**src/rtl/pll_drp_ctrl.sv**
```systemverilog
// DRP initiator: holds the PLL in reset, applies a stream of read-modify-write
// register updates, then releases reset and waits for lock.
// Optional readback verify of every write is compiled in with PLL_DRP_VERIFY_EN.
`timescale 1ns/1ps

module pll_drp_ctrl #(
  parameter int unsigned RST_HOLD     = 4,
  parameter int unsigned DRDY_TIMEOUT = 64,
  parameter int unsigned LOCK_TIMEOUT = 4096
) (
  input  logic        DCLK,
  input  logic        RST_N,
  input  logic        START,
  input  logic        CFG_VALID,
  output logic        CFG_READY,
  input  logic [6:0]  CFG_ADDR,
  input  logic [15:0] CFG_MASK,
  input  logic [15:0] CFG_DATA,
  input  logic        CFG_LAST,
  output logic        BUSY,
  output logic        DONE,
  output logic        ERR,
  output logic [1:0]  ERR_CODE,
  output logic        PLL_RST,
  input  logic        PLL_LOCKED,
  output logic [6:0]  DADDR,
  output logic        DEN,
  output logic        DWE,
  output logic [15:0] DI,
  input  logic [15:0] DO,
  input  logic        DRDY
);

  typedef enum logic [3:0] {
    S_IDLE,
    S_ASSERT_RST,
    S_WAIT_ENTRY,
    S_READ,
    S_READ_WAIT,
    S_WRITE,
    S_WRITE_WAIT,
`ifdef PLL_DRP_VERIFY_EN
    S_VERIFY,
    S_VERIFY_WAIT,
`endif
    S_RELEASE,
    S_WAIT_LOCK
  } state_e;

  typedef enum logic [1:0] {
    ERR_NONE   = 2'd0,
    ERR_DRDY   = 2'd1,
    ERR_LOCK   = 2'd2,
    ERR_VERIFY = 2'd3
  } err_code_e;

  // Counters compare against "last cycle" values so a count of N spans N cycles.
  localparam logic [15:0] RST_LAST  = 16'(RST_HOLD - 1);
  localparam logic [15:0] DRDY_LAST = 16'(DRDY_TIMEOUT - 1);
  localparam logic [15:0] LOCK_LAST = 16'(LOCK_TIMEOUT - 1);

  state_e      state_q, state_d;
  logic [15:0] cnt_q, cnt_d;
  logic [6:0]  addr_q, addr_d;
  logic [15:0] mask_q, mask_d;
  logic [15:0] data_q, data_d;
  logic        last_q, last_d;
  logic [15:0] di_q, di_d;
  logic        busy_q, busy_d;
  logic        done_q, done_d;
  logic        err_q, err_d;
  err_code_e   err_code_q, err_code_d;
  logic        pll_rst_q, pll_rst_d;
  logic        lock_meta_q, lock_s_q;

  logic        cfg_ready, den, dwe;
  logic        fail;
  err_code_e   fail_code;
  logic [15:0] rmw_data;

  assign rmw_data = (DO & mask_q) | (data_q & ~mask_q);

  // NOTE: every combinational output gets a default before the case so no
  // path leaves it unassigned, which would otherwise infer a latch.
  always_comb begin
    state_d    = state_q;
    cnt_d      = cnt_q;
    addr_d     = addr_q;
    mask_d     = mask_q;
    data_d     = data_q;
    last_d     = last_q;
    di_d       = di_q;
    busy_d     = busy_q;
    done_d     = done_q;
    err_d      = err_q;
    err_code_d = err_code_q;
    pll_rst_d  = pll_rst_q;
    cfg_ready  = 1'b0;
    den        = 1'b0;
    dwe        = 1'b0;
    fail       = 1'b0;
    fail_code  = ERR_NONE;

    case (state_q)
      S_IDLE: begin
        if (START) begin
          done_d     = 1'b0;
          err_d      = 1'b0;
          err_code_d = ERR_NONE;
          busy_d     = 1'b1;
          pll_rst_d  = 1'b1;
          cnt_d      = '0;
          state_d    = S_ASSERT_RST;
        end
      end

      S_ASSERT_RST: begin
        if (cnt_q >= RST_LAST) begin
          cnt_d   = '0;
          state_d = S_WAIT_ENTRY;
        end else begin
          cnt_d = cnt_q + 16'd1;
        end
      end

      S_WAIT_ENTRY: begin
        cfg_ready = 1'b1;
        if (CFG_VALID) begin
          addr_d  = CFG_ADDR;
          mask_d  = CFG_MASK;
          data_d  = CFG_DATA;
          last_d  = CFG_LAST;
          state_d = S_READ;
        end
      end

      // DRDY is only honoured from the cycle after DEN; the count starts at 1
      // so the timeout is measured from the DEN cycle itself.
      S_READ: begin
        den     = 1'b1;
        cnt_d   = 16'd1;
        state_d = S_READ_WAIT;
      end

      S_READ_WAIT: begin
        if (DRDY) begin
          di_d    = rmw_data;
          state_d = S_WRITE;
        end else if (cnt_q >= DRDY_LAST) begin
          fail      = 1'b1;
          fail_code = ERR_DRDY;
        end else begin
          cnt_d = cnt_q + 16'd1;
        end
      end

      S_WRITE: begin
        den     = 1'b1;
        dwe     = 1'b1;
        cnt_d   = 16'd1;
        state_d = S_WRITE_WAIT;
      end

      S_WRITE_WAIT: begin
        if (DRDY) begin
`ifdef PLL_DRP_VERIFY_EN
          state_d = S_VERIFY;
`else
          state_d = last_q ? S_RELEASE : S_WAIT_ENTRY;
`endif
        end else if (cnt_q >= DRDY_LAST) begin
          fail      = 1'b1;
          fail_code = ERR_DRDY;
        end else begin
          cnt_d = cnt_q + 16'd1;
        end
      end

`ifdef PLL_DRP_VERIFY_EN
      S_VERIFY: begin
        den     = 1'b1;
        cnt_d   = 16'd1;
        state_d = S_VERIFY_WAIT;
      end

      S_VERIFY_WAIT: begin
        if (DRDY) begin
          if (DO != di_q) begin
            fail      = 1'b1;
            fail_code = ERR_VERIFY;
          end else begin
            state_d = last_q ? S_RELEASE : S_WAIT_ENTRY;
          end
        end else if (cnt_q >= DRDY_LAST) begin
          fail      = 1'b1;
          fail_code = ERR_DRDY;
        end else begin
          cnt_d = cnt_q + 16'd1;
        end
      end
`endif

      S_RELEASE: begin
        pll_rst_d = 1'b0;
        cnt_d     = '0;
        state_d   = S_WAIT_LOCK;
      end

      S_WAIT_LOCK: begin
        if (lock_s_q) begin
          done_d  = 1'b1;
          busy_d  = 1'b0;
          state_d = S_IDLE;
        end else if (cnt_q >= LOCK_LAST) begin
          fail      = 1'b1;
          fail_code = ERR_LOCK;
        end else begin
          cnt_d = cnt_q + 16'd1;
        end
      end

      default: state_d = S_IDLE;
    endcase

    // Every error path ends the sequence identically; ERR stays until START.
    if (fail) begin
      err_d      = 1'b1;
      err_code_d = fail_code;
      pll_rst_d  = 1'b0;
      busy_d     = 1'b0;
      cnt_d      = '0;
      state_d    = S_IDLE;
    end
  end

  // NOTE: sequential state uses non-blocking assignments so every register
  // samples the pre-edge values regardless of statement order.
  always_ff @(posedge DCLK or negedge RST_N) begin
    if (!RST_N) begin
      state_q     <= S_IDLE;
      cnt_q       <= '0;
      addr_q      <= '0;
      mask_q      <= '0;
      data_q      <= '0;
      last_q      <= 1'b0;
      di_q        <= '0;
      busy_q      <= 1'b0;
      done_q      <= 1'b0;
      err_q       <= 1'b0;
      err_code_q  <= ERR_NONE;
      pll_rst_q   <= 1'b0;
      lock_meta_q <= 1'b0;
      lock_s_q    <= 1'b0;
    end else begin
      state_q     <= state_d;
      cnt_q       <= cnt_d;
      addr_q      <= addr_d;
      mask_q      <= mask_d;
      data_q      <= data_d;
      last_q      <= last_d;
      di_q        <= di_d;
      busy_q      <= busy_d;
      done_q      <= done_d;
      err_q       <= err_d;
      err_code_q  <= err_code_d;
      pll_rst_q   <= pll_rst_d;
      lock_meta_q <= PLL_LOCKED;
      lock_s_q    <= lock_meta_q;
    end
  end

  assign CFG_READY = cfg_ready;
  assign DEN       = den;
  assign DWE       = dwe;
  assign DADDR     = addr_q;
  assign DI        = di_q;
  assign BUSY      = busy_q;
  assign DONE      = done_q;
  assign ERR       = err_q;
  assign ERR_CODE  = err_code_q;
  assign PLL_RST   = pll_rst_q;

endmodule
```
**config.mk**
```make
export PLATFORM = sky130hd
export DESIGN_NAME = pll_drp_ctrl
export DESIGN_NICKNAME = d
export VERILOG_FILES = /design/src/rtl/pll_drp_ctrl.sv
export SDC_FILE = /design/constraint.sdc
export NUM_CORES = 1
export LEC_CHECK = 0
export ABC_AREA = 1
export BUFFER_PORTS_ARGS = -buffer_cell sky130_fd_sc_hd__buf_4
export CAP_MARGIN = 20
export CORE_MARGIN = 3
export CORE_UTILIZATION = 36
export CTS_BUF_LIST = sky130_fd_sc_hd__clkbuf_4
export CTS_CLUSTER_SIZE = 40
export DETAILED_ROUTE_END_ITERATION = 8
export GPL_TIMING_DRIVEN = 0
export PLACE_DENSITY = 0.67
export SLEW_MARGIN = 20
export SYNTH_ARGS = -nofsm -noshare
export SYNTH_HDL_FRONTEND = slang
export SYNTH_SLANG_ARGS = --single-unit
```
**constraint.sdc**
```tcl
create_clock -name DCLK -period 1.8 [get_ports DCLK]
set_clock_uncertainty 0.15 [all_clocks]
set_input_delay 0.27 -clock DCLK [delete_from_list [all_inputs] [get_ports DCLK]]
set_output_delay 0.27 -clock DCLK [all_outputs]
set_load 0.05 [all_outputs]
```
==> results.json <==
{
  "grt_max_degree": 85,
  "clockBufferDepth": 2,
  "ys_ff_latch": 84,
  "antenna_cells": 0,
  "synthCells": 443,
  "maxCapViolations": 0,
  "hold_class": "in2reg",
  "die_h_um": 111,
  "vias_per_cell": 4.82,
  "seq_area_frac_synth_pct": 53.3,
  "antenna_left": 0,
  "finalHoldViolations": 0,
  "violations": "negative setup slack",
  "dp_hpwl_um": 6900,
  "grt_overflow": 0,
  "num_vias": 3722,
  "synth-warning-count": 0,
  "crit_path_end_kind": "output pin",
  "synth.avg_cell_area_um2": 8.90,
  "path_max_fanout": 4,
  "wl_per_cell_um": 14.1,
  "min_period_over_period_pct": 106,
  "max_slew_margin_pct": 48.7,
  "root_buffer": "clkbuf_4",
  "setup_slack_ps": -99.4,
  "grt_pass1_vias": 3980,
  "synth_simple_gate_area_share_pct": 23.7,
  "worstMarginPinSlew_ps": 769,
  "critical_path.startpoint_type": "flop",
  "fmax_ghz": 0.526,
  "areaGrowthSynthToFinish_pct": 51.5,
  "synth.top_cell.area_share_pct": 53.3,
  "yosys.area.top_type": "dfrtp_1",
  "setup_tns_ps": -314,
  "dr.pass1.iters": 4,
  "grt_pass1_wl_um": 18200,
  "p_leak_nw": 2.87,
  "grt_antenna_before_repair": 0,
  "rows": 37,
  "die_width_um": 111,
  "critical_path_class": "reg2out",
  "layout-drive-gt1-share_pct": 32.8,
  "power_w": 0.00905,
  "critPathArrivalTime_ps": 1480,
  "cts_sinks": 84,
  "ctsHtreeMaxLevel": 3,
  "clk_latency_ps": 430,
  "coreArea_mm2": 0.0105,
  "drtIter0Drc": 134,
  "nets": 695,
  "track_usage_pct": 17.9,
  "synth_area_leaders": "dfrtp_1 53%, nand2_1 8.1%, nor2_1 6.9%, mux2_2 4.6%, a21oi_1 4.4%",
  "route.detailed.drc": 0,
  "status": "finished with violations",
  "finalSetupViolCount": 9,
  "synthAdderAreaFrac_pct": 0.317,
  "placed_cell_area_mm2": 0.00482,
  "synth_nets": 506,
  "synth_top_family_by_area": "simple AND/OR/NAND/NOR gates",
  "muxShareOfSynthArea_pct": 6.85,
  "yosys.area_share.xor_xnor_pct": 1.11,
  "top_level_ports": 94,
  "ys_types": 30,
  "slew_viol_final": 0,
  "place.gp.congestion": 0.851,
  "fin_crit_ps": 1900,
  "fin_area_mm2": 0.00597,
  "rsz0062_at_grt": "true",
  "syn-cell-area_mm2": 0.00394,
  "path_clk_slew_ps": 140,
  "worst_ep_required_time_ps": 1380,
  "dieArea_mm2": 0.0122,
  "synth_compound_area_share_pct": 7.65,
  "cts_made_buffers": 9,
  "numPortBuffers": 93,
  "peakVddDrop_mv": 0.887,
  "wirelength_um": 10900,
  "start_util_pct": 37.5,
  "cts_tree": "done",
  "p_per_area_mw_per_mm2": 1510
}
power by group:
group	switching, W	leakage, nW	internal, W
Clock	0.000719	0.0711	0.000442
Sequential	0.000445	1.03	0.00262
Combinational	0.00294	1.77	0.00188
cell usage after synthesis:
cell type,n
inv_1,42
buf_8,1
nand2_4,1
nand2_2,5
mux2_2,16
o22ai_1,1
nand3_2,2
nor2_1,72
o21ai_0,20
buf_4,2
nand3b_1,3
nand3_1,28
mux2_1,8
xor2_1,3
dfrtp_1,84
o21ai_1,1
o21a_1,2
ha_1,1
nor3_2,1
nor2_4,3
nor3b_1,1
buf_6,4
nand4_1,5
nand4_2,1
nand2_1,85
buf_2,6
xnor2_1,2
inv_2,4
a21oi_1,35
nor2_2,4
layout make-up:
cell class,count,area (um2)
Clock inverter,7,81.3
Fill cell,874,4530
Tap cell,136,170
Buffer,13,134
Inverter,46,183
Clock buffer,9,67.6
Sequential cell,84,2110
Timing Repair Buffer,178,1540
Multi-Input combinational cell,300,1690
final timing paths:
kind                       slack, ps                   start  depth (start not counted)                     end
setup / recovery                -100  state_q[2]$_DFFE_PN0P_                          4                     DEN
min in group asynchronous        270                   RST_N                          2    cnt_q[1]$_DFFE_PN0P_
setup reg to reg                 -30  state_q[2]$_DFFE_PN0P_                          9    cnt_q[7]$_DFFE_PN0P_
hold reg to reg                  220   lock_meta_q$_DFF_PN0_                          0      lock_s_q$_DFF_PN0_
max in group asynchronous        640                   RST_N                          2  state_q[1]$_DFFE_PN0P_
hold / removal                    90                    DRDY                          4  state_q[2]$_DFFE_PN0P_
cells by family (layout without fill, tap and decap cells):
family                   count (synthesis)  after routing
multiplexers                            24             24
AO/OA/AOI/OAI                           59             59
buffers and inverters                   59            253
AND/OR/NAND/NOR                        211            211
adder cells (fa/ha/maj)                  1              1
flip-flops                              84             84
XOR/XNOR                                 5              5
critical path: stages (launching register included):
cell and delay [ps]:
dfrtp_2 490, nor2_4 190, nand3_2 100, o21ai_2 90
buf_6 180
state kept, by name, indices dropped and copies added (netlist names), 2 cells and up:
register,cells
DADDR,7
DI,16
ERR_CODE,2
cnt_q,16
data_q,16
mask_q,16
state_q,4
layer usage:
metal / GRT usage (%) / up-vias / part of all wire [%]
li1: - / 1797 / -
met1: 21.4 / 1795 / 42
met2: 30.5 / 106 / 50
met3: 5.08 / 24 / 5.5
met4: 7.14 / 0 / 2.1
met5: 0 / - / 0
cell usage in the layout (no fill, tap or decap), types with 2 or more instances in the layout:
cell           count
a21oi_1           35
buf_2              2
buf_4            115
buf_6              9
buf_8              4
clkbuf_16          2
clkbuf_4           9
clkinvlp_4         3
dfrtp_1           77
dfrtp_2            7
dlygate4sd3_1     59
inv_1             39
inv_2              3
inv_4              4
inv_6              2
mux2_1             8
mux2_2            16
nand2_1           84
nand2_2            4
nand2_4            3
nand3_1           26
nand3_2            2
nand3_4            2
nand3b_1           3
nand4_1            5
nor2_1            64
nor2_2             6
nor2_4             9
o21a_1             2
o21ai_0           19
xnor2_1            2
xor2_1             3
through the flow:
stage               instances  hold WS (ps)  worst slack, ps  util [%]
floorplan                 443          -176              105         -
global placement          672           191             -180      45.8
detailed placement        672           189             -174      45.8
CTS                       757          43.0            -99.0      54.1
global route              773          75.5             -183      56.9
finish                    773          93.7            -99.4      56.9
timing repair:
action | 4_1_cts | 5_1_grt
buffers inserted | 10 | 14
setup endpoints to repair | 53 | 51
hold endpoints to repair | 143 | 0
gates resized for setup | 18 | 37
hold buffers | 59 | 0
gates cloned | 0 | 2
pin swaps | 4 | 7
(Power assumes the default switching activity.)
